==> src/rtl/per_bus_pkg.sv <==
// Shared types and constants for the peripheral bus arbiter: FSM states, region map,
// per-region wait states and the unmapped-access read value.
package per_bus_pkg;

   typedef enum logic [1:0] {StIdle, StAccess, StAck} state_e;

   localparam logic [3:0] REG_LED  = 4'd1;
   localparam logic [3:0] REG_SPI  = 4'd2;
   localparam logic [3:0] REG_RAM  = 4'd3;
   localparam logic [3:0] REG_IN   = 4'd4;
   localparam logic [3:0] REG_UART = 4'd5;

   // 2 bits per region, region 0 in bits [1:0]; SPI and UART need one wait state.
   localparam logic [31:0] WS_TABLE = 32'h0000_0410;

   localparam logic [31:0] DEAD_BEEF = 32'hDEAD_BEEF;

   function automatic logic [1:0] region_ws(input logic [3:0] region);
      return WS_TABLE[{region, 1'b0} +: 2];
   endfunction

   function automatic logic region_unmapped(input logic [3:0] region);
      return (region == 4'd0) || (region > REG_UART);
   endfunction

endpackage

==> src/rtl/per_bus_cs_dec.sv <==
// Region decoder: 4-bit region plus enable to a 16-bit one-hot-low chip select.
module per_bus_cs_dec (
   input  logic [3:0]  region,
   input  logic        en,
   output logic [15:0] cs_n
);

   always_comb begin
      cs_n = '1;
      if (en) cs_n[region] = 1'b0;
   end

endmodule

==> src/rtl/per_bus_arb.sv <==
// Two-master round-robin arbiter and access sequencer for the peripheral bus.
// Define PER_BUS_ARB_BUS_ERR_EN to terminate unmapped-region accesses with bus_err.
module per_bus_arb
   import per_bus_pkg::*;
#(
   parameter int unsigned AW = 32,
   parameter int unsigned DW = 32
) (
   input  logic          clk,
   input  logic          reset,
   input  logic          m0_req,
   input  logic          m0_we,
   input  logic [AW-1:0] m0_addr,
   input  logic [DW-1:0] m0_wdata,
   output logic [DW-1:0] m0_rdata,
   output logic          m0_ack,
   input  logic          m1_req,
   input  logic          m1_we,
   input  logic [AW-1:0] m1_addr,
   input  logic [DW-1:0] m1_wdata,
   output logic [DW-1:0] m1_rdata,
   output logic          m1_ack,
   output logic [AW-1:0] bus_addr,
   output logic [DW-1:0] bus_wdata,
   output logic          bus_we,
   input  logic [DW-1:0] bus_rdata,
   output logic [15:0]   bus_cs_n,
`ifdef PER_BUS_ARB_BUS_ERR_EN
   output logic          bus_err,
`endif
   output logic          busy
);

   state_e        state_q, state_d;
   logic          last_q, last_d;
   logic          grant_q, grant_d;
   logic          we_q, we_d;
   logic [AW-1:0] addr_q, addr_d;
   logic [DW-1:0] wdata_q, wdata_d;
   logic [1:0]    wcnt_q, wcnt_d;
   logic [DW-1:0] m0_rdata_q, m0_rdata_d;
   logic [DW-1:0] m1_rdata_q, m1_rdata_d;
`ifdef PER_BUS_ARB_BUS_ERR_EN
   logic          err_q, err_d;
`endif

   // Tie goes to the master not served last; a lone requester always wins.
   logic          sel;
   logic [AW-1:0] sel_addr;
   logic [3:0]    sel_region;

   assign sel        = (m0_req && m1_req) ? ~last_q : m1_req;
   assign sel_addr   = sel ? m1_addr : m0_addr;
   assign sel_region = sel_addr[AW-1 -: 4];

   always_comb begin
      state_d    = state_q;
      last_d     = last_q;
      grant_d    = grant_q;
      we_d       = we_q;
      addr_d     = addr_q;
      wdata_d    = wdata_q;
      wcnt_d     = wcnt_q;
      m0_rdata_d = m0_rdata_q;
      m1_rdata_d = m1_rdata_q;
`ifdef PER_BUS_ARB_BUS_ERR_EN
      err_d      = err_q;
`endif
      unique case (state_q)
         StIdle: begin
            if (m0_req || m1_req) begin
               grant_d = sel;
               we_d    = sel ? m1_we : m0_we;
               addr_d  = sel_addr;
               wdata_d = sel ? m1_wdata : m0_wdata;
               wcnt_d  = region_ws(sel_region);
               state_d = StAccess;
`ifdef PER_BUS_ARB_BUS_ERR_EN
               err_d   = 1'b0;
               if (region_unmapped(sel_region)) begin
                  err_d   = 1'b1;
                  state_d = StAck;
                  if (sel) m1_rdata_d = DW'(DEAD_BEEF);
                  else     m0_rdata_d = DW'(DEAD_BEEF);
               end
`endif
            end
         end
         StAccess: begin
            if (wcnt_q == 2'd0) begin
               if (grant_q) m1_rdata_d = bus_rdata;
               else         m0_rdata_d = bus_rdata;
               state_d = StAck;
            end else begin
               wcnt_d = wcnt_q - 2'd1;
            end
         end
         StAck: begin
            last_d  = grant_q;
            state_d = StIdle;
         end
         default: state_d = StIdle;
      endcase
   end

   always_ff @(posedge clk or negedge reset) begin
      if (!reset) begin
         state_q    <= StIdle;
         last_q     <= 1'b1;
         grant_q    <= 1'b0;
         we_q       <= 1'b0;
         addr_q     <= '0;
         wdata_q    <= '0;
         wcnt_q     <= 2'd0;
         m0_rdata_q <= '0;
         m1_rdata_q <= '0;
`ifdef PER_BUS_ARB_BUS_ERR_EN
         err_q      <= 1'b0;
`endif
      end else begin
         state_q    <= state_d;
         last_q     <= last_d;
         grant_q    <= grant_d;
         we_q       <= we_d;
         addr_q     <= addr_d;
         wdata_q    <= wdata_d;
         wcnt_q     <= wcnt_d;
         m0_rdata_q <= m0_rdata_d;
         m1_rdata_q <= m1_rdata_d;
`ifdef PER_BUS_ARB_BUS_ERR_EN
         err_q      <= err_d;
`endif
      end
   end

   per_bus_cs_dec u_cs_dec (
      .region (addr_q[AW-1 -: 4]),
      .en     (state_q == StAccess),
      .cs_n   (bus_cs_n)
   );

   // Strobe only in the last access cycle so side-effecting registers see one write.
   assign bus_we    = (state_q == StAccess) && (wcnt_q == 2'd0) && we_q;
   assign bus_addr  = addr_q;
   assign bus_wdata = wdata_q;
   assign m0_ack    = (state_q == StAck) && !grant_q;
   assign m1_ack    = (state_q == StAck) && grant_q;
   assign m0_rdata  = m0_rdata_q;
   assign m1_rdata  = m1_rdata_q;
   assign busy      = (state_q != StIdle);
`ifdef PER_BUS_ARB_BUS_ERR_EN
   assign bus_err   = (state_q == StAck) && err_q;
`endif

endmodule

==> config.mk <==
export PLATFORM = sky130hd
export DESIGN_NAME = per_bus_arb
export DESIGN_NICKNAME = d
export VERILOG_FILES = /design/src/rtl/per_bus_pkg.sv /design/src/rtl/per_bus_cs_dec.sv /design/src/rtl/per_bus_arb.sv
export SDC_FILE = /design/constraint.sdc
export NUM_CORES = 1
export LEC_CHECK = 0
export BUFFER_PORTS_ARGS = -buffer_cell sky130_fd_sc_hd__buf_2
export CAP_MARGIN = 40
export CORE_AREA = 2 2 122 124
export DETAILED_ROUTE_END_ITERATION = 8
export DIE_AREA = 0 0 124 126
export GPL_TIMING_DRIVEN = 0
export HOLD_SLACK_MARGIN = 0.12
export PLACE_DENSITY_LB_ADDON = 0.08
export SETUP_SLACK_MARGIN = 0.1
export SLEW_MARGIN = 25
export SYNTH_ARGS = -nofsm -noshare
export SYNTH_HDL_FRONTEND = slang
export SYNTH_SLANG_ARGS = --single-unit
==> constraint.sdc <==
create_clock -name clk -period 1.8 [get_ports clk]
set_input_delay 0.18 -clock clk [delete_from_list [all_inputs] [get_ports clk]]
set_output_delay 0.18 -clock clk [all_outputs]
set_load 0.03 [all_outputs]
# Word-level counts from Yosys, hierarchy flattened
# Cells that the tools add are included.
[totals]
register_bits = 135
in_bits = 166
out_inout_bits = 148
word_cells = 51
[op_classes]
add_sub_neg = 1
magnitude_cmp = 2
n_eq_ne = 5
shifts = 1
n_mux = 13
n_bitwise = 3
n_reduce_logical = 17
[op_table]
columns = ["operator", "count"]
rows = [
  ["2-to-1 mux 32 bit", 2],
  ["indexed part select 32 x 6 -> 2 bit (first input constant)", 1],
  ["2-to-1 mux 16 bit", 1],
  ["NOT 16 bit", 1],
  ["AND reduction 3 bit", 3],
  ["2-to-1 mux 2 bit", 4],
  ["one-hot mux 2 bit (2 select lines)", 2],
  ["logical AND 1 bit", 6],
  ["!= test 2 bit (second input constant)", 3],
  ["less-than comparator 4 x 5 -> 1 bit (second input constant)", 1],
  ["demux 1 bit (select 4 bit)", 1],
  [">= comparator 4 x 1 -> 1 bit (second input constant)", 1],
  ["logical NOT 2 bit", 2],
  ["AND reduction 2 bit", 2],
  ["nonzero test 2 bit", 2],
  ["2-to-1 mux 1 bit", 3],
  ["== test 2 x 1 -> 1 bit (second input constant)", 1],
  ["== test 2 bit (second input constant)", 1],
  ["NOT 1 bit", 2],
  ["subtractor 2 x 1 -> 2 bit (second input constant)", 1],
  ["logical NOT 1 bit", 1],
  ["logical OR 1 bit", 1],
]

# Depth between registers and ports, before layout
# Gate-level depths: netlist (run 1).
[logic_depth]
ltp_word = 6
mapped_depth = 6
mapped_depth_nobuf = 5

# Cells and area by module
# From an unflattened synthesis (run 1), not the netlist that was laid out.
[hier_totals]
cells_unflattened = 495
hier_area_um2 = 5990.7
[by_module_without_submodules]
columns = ["module", "instances", "cells_per_inst", "area_each_um2"]
rows = [
  ["per_bus_arb", 1, 467, 5815.6],
  ["per_bus_cs_dec", 1, 28, 175.2],
]

# Worst setup path after synthesis (run 1)
# No wires, ideal clock.
[synth_timing]
path_type = "register to register"
from = "reg state_q[1]"
to = "reg wdata_q[1] (netlist: bus_wdata[1])"
setup_ps = 130
arrival_time_ps = 1472
path_slack_ps = 198
path_stages_with_launch = 7
path_cell_list = "dfrtp_1 or2_1 buf_6 clkbuf_1 clkbuf_1 o21ai_0 o21ai_0"
[synth_between]
elab_chain_len = 2
[synth_rtl]
columns = ["item", "line", "text"]
rows = [
  ["from (decl)", "per_bus_arb.sv:34", "state_e state_q, state_d;"],
  ["from (signal assigned)", "per_bus_arb.sv:108", "state_q <= StIdle;"],
  ["from (signal assigned)", "per_bus_arb.sv:121", "state_q <= state_d;"],
  ["logical NOT 2 bit", "per_bus_arb.sv:69", "unique case (state_q)"],
  ["AND reduction 2 bit (no line)", "n/a", ""],
  ["to (signal assigned)", "per_bus_arb.sv:126", "wdata_q <= wdata_d;"],
  ["to (decl)", "per_bus_arb.sv:39", "logic [DW-1:0] wdata_q, wdata_d;"],
]
# No other way between the ends.
# A chain may end at the register's enable or synchronous reset.

# Worst setup path in the final report (run 1)
[layout_timing]
from = "reg state_q[1]"
to = "out bus_cs_n[15]"
[layout_between]
elab_chain_len = 2
[layout_rtl]
columns = ["item", "line", "text"]
rows = [
  ["== test 2 x 1 -> 1 bit", "per_bus_arb.sv:138", ".en (state_q == StAccess),"],
  ["2-to-1 mux 16 bit", "per_bus_cs_dec.sv:10", "if (en) cs_n[region] = 1'b0;"],
  ["to (decl)", "per_bus_arb.sv:27", "output logic [15:0] bus_cs_n,"],
]
# No other way between the ends.

==> qor.txt, run 1 <==
Status: complete, but fails checks
Failing checks: negative setup slack
Detailed Place HPWL: 13.1 mm
Drt drc: 0
# rows: 44
Die width: 124 um
Type of origin of the critical path: flip-flop
YS warnings: 0
Switching power: 8.23 mW
Clk sinks: 135
Post-DR wirelength/cell: 17.3 um
Die Y: 126 um
Peak supply drop: 0.000815 V
Total power: 18.5 mW
Met2 Use GR: 45.8%
Top Ports: 314
Avg Inst Size Synth: 12.2 um^2
Met3 Use GR: 6.20%
Max-cap violations: 0
Worst r2r src: state_q[1]$_DFFE_PN0P_
Setup WS post-layout: -11.3 ps
Hold Crit Endpoint: bus_wdata[4]$_DFFE_PN0P_
Root Driver: clkbuf_16
Hold path start: m1_wdata[4]
Clock Skew: 6.61 ps
Pint: 10.3 mW
Worst Hold Path Cells: 3
Period utilization: 101%
Largest net degree at the start of global routing: 90
Bufs on Longest Clock Path: 2
Final count of hold timing violations: 0
Vias in the first global route: 6452
Gr ovfl total: 0
GRT met1 Usage: 28.9%
First-pass iteration count of the detailed router: 4
Slew @ Worst Pin: 501 ps
Max transition margin: 66.6%
First-pass GRT wire length: 31.6 mm
Ratio of cells with drive above 1 in the final layout: 46.5%
Reg power frac: 29.5%
Worst-path maximum fanout: 6
Combinational Power Share: 52.1%
H-tree depth: 4
Hold Path Class: input pin to flip-flop
CP Data Required Time: 1620 ps
Yosys cell types: 36
R2R Path End: bus_wdata[1]$_DFFE_PN0P_
Worst path arrival time: 1630 ps
Critical path endpoint category: primary output
Clock Latency Late Sink: 420 ps
Fin. max-slew vios: 0
Cell Pwr Density: 1800 mW/mm^2
Synth-to-layout area growth: 73.2%
Synthesized area: 0.00596 mm^2
Antenna viol nets, final: 0
Net count after synthesis: 657
Ant. Diodes: 0
CTS tree: yes
Fillers: 1000
Crit path launch: state_q[1]$_DFFE_PN0P_
Worst R2R Path Depth: 7
Fmax: 552 MHz
R2r setup slk: 130 ps
Cts bufs inserted: 17
Flops & latches, synth: 135
Core area: 0.0143 mm^2
Final Instance Area: 0.0103 mm^2
Die area: 0.0156 mm^2
Area after DPL: 0.00779 mm^2
Initial antenna violation count: 0
DRT Wirelength: 20.4 mm
Sequential fraction of the synthesis area: 56.7%
Vias: 5984
CP Class: flip-flop to primary output
Unrepaired setup endpoints after global routing: true
Port-buffer cells: 313
Total Nets Final: 1151
Min Tclk post-route: 1810 ps
Gr usage total: 26.3%
Sw frac: 44.4%
Placer congestion estimate: 0.826
DR vias/cell: 5.07
DRT iter0 DRCs: 260
Clk pwr share: 18.4%
Post-Synthesis Cells: 490
Leak: 5.02 nW
Clock slew at the register clock pins of the worst setup and hold paths: 60 ps
Initial core utilization: 41.6%
Layer with the highest usage: met2
Setup violations, final: 3
-- critical path, cell delays in order, from the launching register on --
cell	delay, ps
dfrtp_1	430
and2b_2	280
and3_4	240
nand3_2	100
buf_6	170
-- metal layers --
layer,up-vias,wire length (um)
li1,2753,-
met1,2868,7640
met2,279,10400
met3,84,1480
met4,0,936
met5,-,0
-- how the worst max path moves through the flow --
stage                                     end  slack, ps  cells past startpoint
floorplan            bus_wdata[1]$_DFFE_PN0P_        200                      6
global placement    bus_wdata[19]$_DFFE_PN0P_      -1240                      1
detailed placement   bus_wdata[8]$_DFFE_PN0P_        -50                      6
CTS                                      busy         -5                      5
global route                     bus_cs_n[15]        -60                      4
finish                           bus_cs_n[15]        -10                      4
-- registers in the layout (all words and copies together), names as in the netlist --
signal     count
state_q        2
last_q         1
m1_rdata      32
bus_wdata     32
m0_rdata      32
we_q           1
bus_addr      32
wcnt_q         2
grant_q        1
-- power groups by stage --
stage | combinational, mW | clock, mW | sequential, mW
finish | 9.65 | 3.42 | 5.46
global route | 10.3 | 3.63 | 5.65
CTS | 9.43 | 3.48 | 5.44
detailed placement | 8.71 | 0 | 5.44
global placement | 8.58 | 0 | 5.36
floorplan | 3.03 | 0 | 8.26
-- through the flow --
| step | std cells | setup TNS (ps) | hold WS [ps] | setup slack (ps) | util, % |
|---|---|---|---|---|---|
| after floorplan | 490 | 0 | -116 | 198 | - |
| after global placement | 987 | -164370 | 413 | -1240 | 54.2 |
| after detailed placement | 988 | -1140 | 106 | -51.7 | 54.4 |
| after CTS | 1178 | -5.11 | 121 | -5.11 | 71.1 |
| after global routing | 1181 | -288 | 130 | -59.5 | 72.1 |
| final | 1181 | -30.5 | 119 | -11.3 | 72.1 |
-- area by class of cell --
class / count / area, um^2 / area share [%]
clock buffer: 18 / 439 / 4.26
tap: 184 / 230 / 2.23
timing repair buffer: 476 / 3320 / 32.1
inverter: 3 / 11.3 / 0.109
clock inverter: 14 / 150 / 1.46
multi-input combinational: 315 / 2450 / 23.8
sequential: 135 / 3380 / 32.8
buffer: 36 / 337 / 3.26
-- kinds of logic (layout without fill, tap and decap cells) --
group                      count (synthesis)  after routing  synth area share, %
adders and majority gates                  1              1                0.210
and+or+nand+nor                           43             43                 3.93
muxes                                    129            129                 23.0
AOI/OAI and AO/OA                        142            142                 12.3
buffers and inverters                     40            547                 3.78
DFF                                      135            135                 56.7
-- cells in the final DEF, fill, tap and decap left out, drive strengths merged, types with 2 or more instances in the layout --
| cell type | n |
|---|---|
| buf | 338 |
| dlygate4sd3 | 154 |
| o21ai | 135 |
| dfrtp | 134 |
| mux2i | 65 |
| mux2 | 64 |
| clkbuf | 38 |
| nand2 | 13 |
| clkinv | 7 |
| nand3 | 5 |
| inv | 5 |
| nor2 | 4 |
| clkinvlp | 3 |
| nor3b | 3 |
| nor2b | 3 |
| and3 | 3 |
| nand3b | 2 |
| or3b | 2 |
| bufinv | 2 |
| nor3 | 2 |
| or2 | 2 |
-- cell usage after synthesis, drive strengths merged --
| cell type | instances | area share (%) |
|---|---|---|
| dfrtp | 134 | 56 |
| ha | 1 | 0.21 |
| mux2i | 65 | 11 |
| mux2 | 64 | 12 |
| nand2b | 1 | 0.11 |
| nand3b | 2 | 0.25 |
| o221ai | 1 | 0.15 |
| dfstp | 1 | 0.44 |
| o21ai | 135 | 11 |
| o31ai | 1 | 0.13 |
| nor2b | 3 | 0.32 |
| a221oi | 1 | 0.15 |
| nand2 | 13 | 0.82 |
| nor3b | 3 | 0.38 |
| nor2 | 4 | 0.25 |
| a21bo | 1 | 0.17 |
| and3 | 3 | 0.32 |
| a21o | 1 | 0.13 |
| or3b | 2 | 0.29 |
| buf | 18 | 2.4 |
| or2b | 1 | 0.13 |
| o311a | 1 | 0.17 |
| and2 | 1 | 0.11 |
| clkbuf | 19 | 1.2 |
| nand3 | 5 | 0.42 |
| or2 | 2 | 0.25 |
| inv | 3 | 0.19 |
| and2b | 1 | 0.13 |
| a211oi | 1 | 0.13 |
| nor3 | 2 | 0.17 |
-- timing repair --
action	CTS	global route
pin swaps	2	7
buffers inserted	6	2
hold buffers	153	1
setup endpoints to repair	112	106
endpoints found under the hold margin	260	1
gates resized for setup	60	51
(Power assumes the default switching activity.)
==> inputs of run 2 (changes only) <==
CORE_AREA = 2 2 120 122   (was 2 2 122 124)
DIE_AREA = 0 0 122 124   (was 0 0 124 126)
GPL_TIMING_DRIVEN = 1   (was 0)
clock period = 2.2 ns   (was 1.8 ns; I/O delays follow)
==> run 2 against run 1 <==
Net effect:
- the flow now finishes without violations
- clock power decreased by 11%
- worst setup slack better by 190 ps
- cell count decreased by 4.7%
- non-clock buffer count is 51 lower
- critical endpoint is now bus_wdata[29]$_DFFE_PN0P_
- sequential share of layout area increased by 2.1 points
- die area is 3.2% lower
- core utilization shrank 1.4 points
- flip-flop and latch count unchanged
- global-route usage down 1.1 points
- hold slack better by 8.6 ps
- power fell by 21%
- largest power group unchanged
==> qor.txt, run 2 (synthesis gave the netlist of run 1 again) <==
Largest net degree at the start of global routing: 69 (-23%)
Combinational Power Share: 48.7% (-3.4 points)
Die Y: 124 um (-1.6%)
Antenna viol nets, final: 0 (unchanged)
Root Driver: clkbuf_16
Cell Pwr Density: 1520 mW/mm^2 (-16%)
Status: complete, no violations
Worst-path maximum fanout: 8 (+2)
Fillers: 985 (-1.5%)
Bufs on Longest Clock Path: 2 (unchanged)
Most frequent cells in the layout: buf_2, dfrtp_1, o21ai_0, dlygate4sd3_1, mux2i_1
Hold path start: m1_addr[9]
Die area: 0.0151 mm^2 (-3.2%)
Clk sinks: 135 (unchanged)
Clock Latency Late Sink: 410 ps (about the same)
Clock Skew: 11.7 ps (+5.10 ps)
CP Data Required Time: 2480 ps (+860 ps)
Clock slew at the register clock pins of the worst setup and hold paths: 60 ps (about the same)
Placer congestion estimate: 0.837 (+1.2%)
Worst r2r src: last_q$_DFFE_PN1N_
Setup WS post-layout: 182 ps (+194 ps)
Post-DR wirelength/cell: 16.9 um (-2.1%)
Hold Path Class: input pin to flip-flop
Reg power frac: 30.4% (+0.9 points)
Type of origin of the critical path: flip-flop
Crit path launch: last_q$_DFFE_PN1N_
Setup violations, final: 0 (-3)
Peak supply drop: 0.000749 V (-8.2%)
Port-buffer cells: 313 (unchanged)
Hold Slack: 127 ps (+8.55 ps)
Worst R2R Path Depth: 6 (-1)
Vias: 5700 (-4.7%)
Final count of hold timing violations: 0 (unchanged)
Max transition margin: 58.1% (-8.4 points)
Min Tclk post-route: 2020 ps
Sw frac: 44.3% (-0.13 points)
Cts bufs inserted: 17 (unchanged)
First-pass GRT wire length: 29.5 mm (-6.6%)
Final Util: 70.7% (-1.4 points)
Max-cap violations: 0 (unchanged)
Top Ports: 314 (unchanged)
Total Nets Final: 1100 (-4.4%)
Initial core utilization: 43.4% (+1.8 points)
Drt drc: 0 (unchanged)
CTS tree: yes
Synth-to-layout area growth: 62.9%
# rows: 43 (-2.3%)
Worst slack at placement: 442 ps (+493 ps)
Worst path arrival time: 2300 ps (+670 ps)
Clk pwr share: 20.8% (+2.4 points)
Fin. max-slew vios: 0 (unchanged)
DRT iter0 DRCs: 249 (-4.2%)
Pint: 8.19 mW (-20%)
Detailed Place HPWL: 12.5 mm (-4.8%)
Core area: 0.0137 mm^2 (-4.2%)
Critical path endpoint category: flip-flop
CP Class: flip-flop to flip-flop
Vias in the first global route: 5961 (-7.6%)
Gr ovfl total: 0 (unchanged)
Post-route setup TNS: 0 ps (+30.5 ps)
Leak: 4.78 nW (-4.8%)
Switching power: 6.51 mW (-21%)
DR vias/cell: 5.06 (about the same)
Ant. Diodes: 0 (unchanged)
DRT Wirelength: 19.1 mm (-6.7%)
Unrepaired setup endpoints after global routing: false
Worst Hold Path Cells: 3 (unchanged)
Fmax: 496 MHz
First-pass iteration count of the detailed router: 4 (unchanged)
Initial antenna violation count: 1 (+1)
Die width: 122 um (-1.6%)
Slew @ Worst Pin: 628 ps (+127 ps)
H-tree depth: 4 (unchanged)
Period utilization: 91.7%
Commonest non-fill, non-tap cell in the layout: buf_2
Gr usage total: 25.2% (-1.1 points)
Ratio of cells with drive above 1 in the final layout: 46.0% (-0.56 points)
## run 2: path summary, 6_finish.rpt
| kind | end | slack, ps |
|---|---|---|
| worst max register to register | bus_wdata[29]$_DFFE_PN0P_ | 180 |
| worst min-delay path | bus_addr[9]$_DFFE_PN0P_ | 130 |
| max in group asynchronous | m1_rdata[9]$_DFFE_PN0P_ | 1160 |
| worst min register to register | m0_rdata[6]$_DFFE_PN0P_ | 490 |
| worst max-delay path | bus_wdata[29]$_DFFE_PN0P_ | 180 |
| min in group asynchronous | m1_rdata[28]$_DFFE_PN0P_ | 330 |
## run 2: metal layers
layer  vias up  routed length, um  global-route usage [%]
met5         -                 11                       0
met4         2                471                    9.63
met3        41               1470                    7.51
met2       257               9720                    43.6
met1      2747               7400                    29.6
li1       2653                  -                       -
## run 2: cell type report
class	count	area, um^2	share of cell area (%)
flip-flops and latches	135	3380	34.8
well taps	180	225	2.32
clock buffers	19	453	4.67
multi-input cells	315	2380	24.6
repair buffers	461	3060	31.5
inverters	3	11.3	0.116
clock inverters	13	191	1.97
## run 2: what timing repair did
| item | 4_1_cts | 5_1_grt |
|---|---|---|
| hold buffers | 129 | 0 |
| pin swaps | 0 | 0 |
| resized for setup | 2 | 2 |
| hold endpoints to repair | 168 | 0 |
| setup endpoints to repair | 2 | 13 |
| setup buffers | 0 | 6 |
## run 2: worst max-delay path: stages (launching register included)
cell,delay (ps)
dfstp_2,560
a21bo_4,160
buf_12,120
buf_4,170
mux2i_1,220
dlygate4sd3_1,580
o21ai_0,70
## run 2: metrics by stage
step	cells	instance area (um^2)	power, mW
after floorplan	490	5960	9.24
after global placement	959	7690	11.2
after detailed placement	959	7690	11.4
after CTS	1120	9640	14.7
after global routing	1126	9700	15.5
final	1126	9700	14.7
## run 2: power by group through the flow
stage	Sequential [mW]	Combinational, mW	Clock (mW)
5_1_grt	4.61	7.69	3.24
3_3_place_gp	4.44	6.79	0
2_1_floorplan	6.76	2.48	0
3_5_place_dp	4.47	6.93	0
4_1_cts	4.46	7.14	3.12
6_report	4.47	7.17	3.06
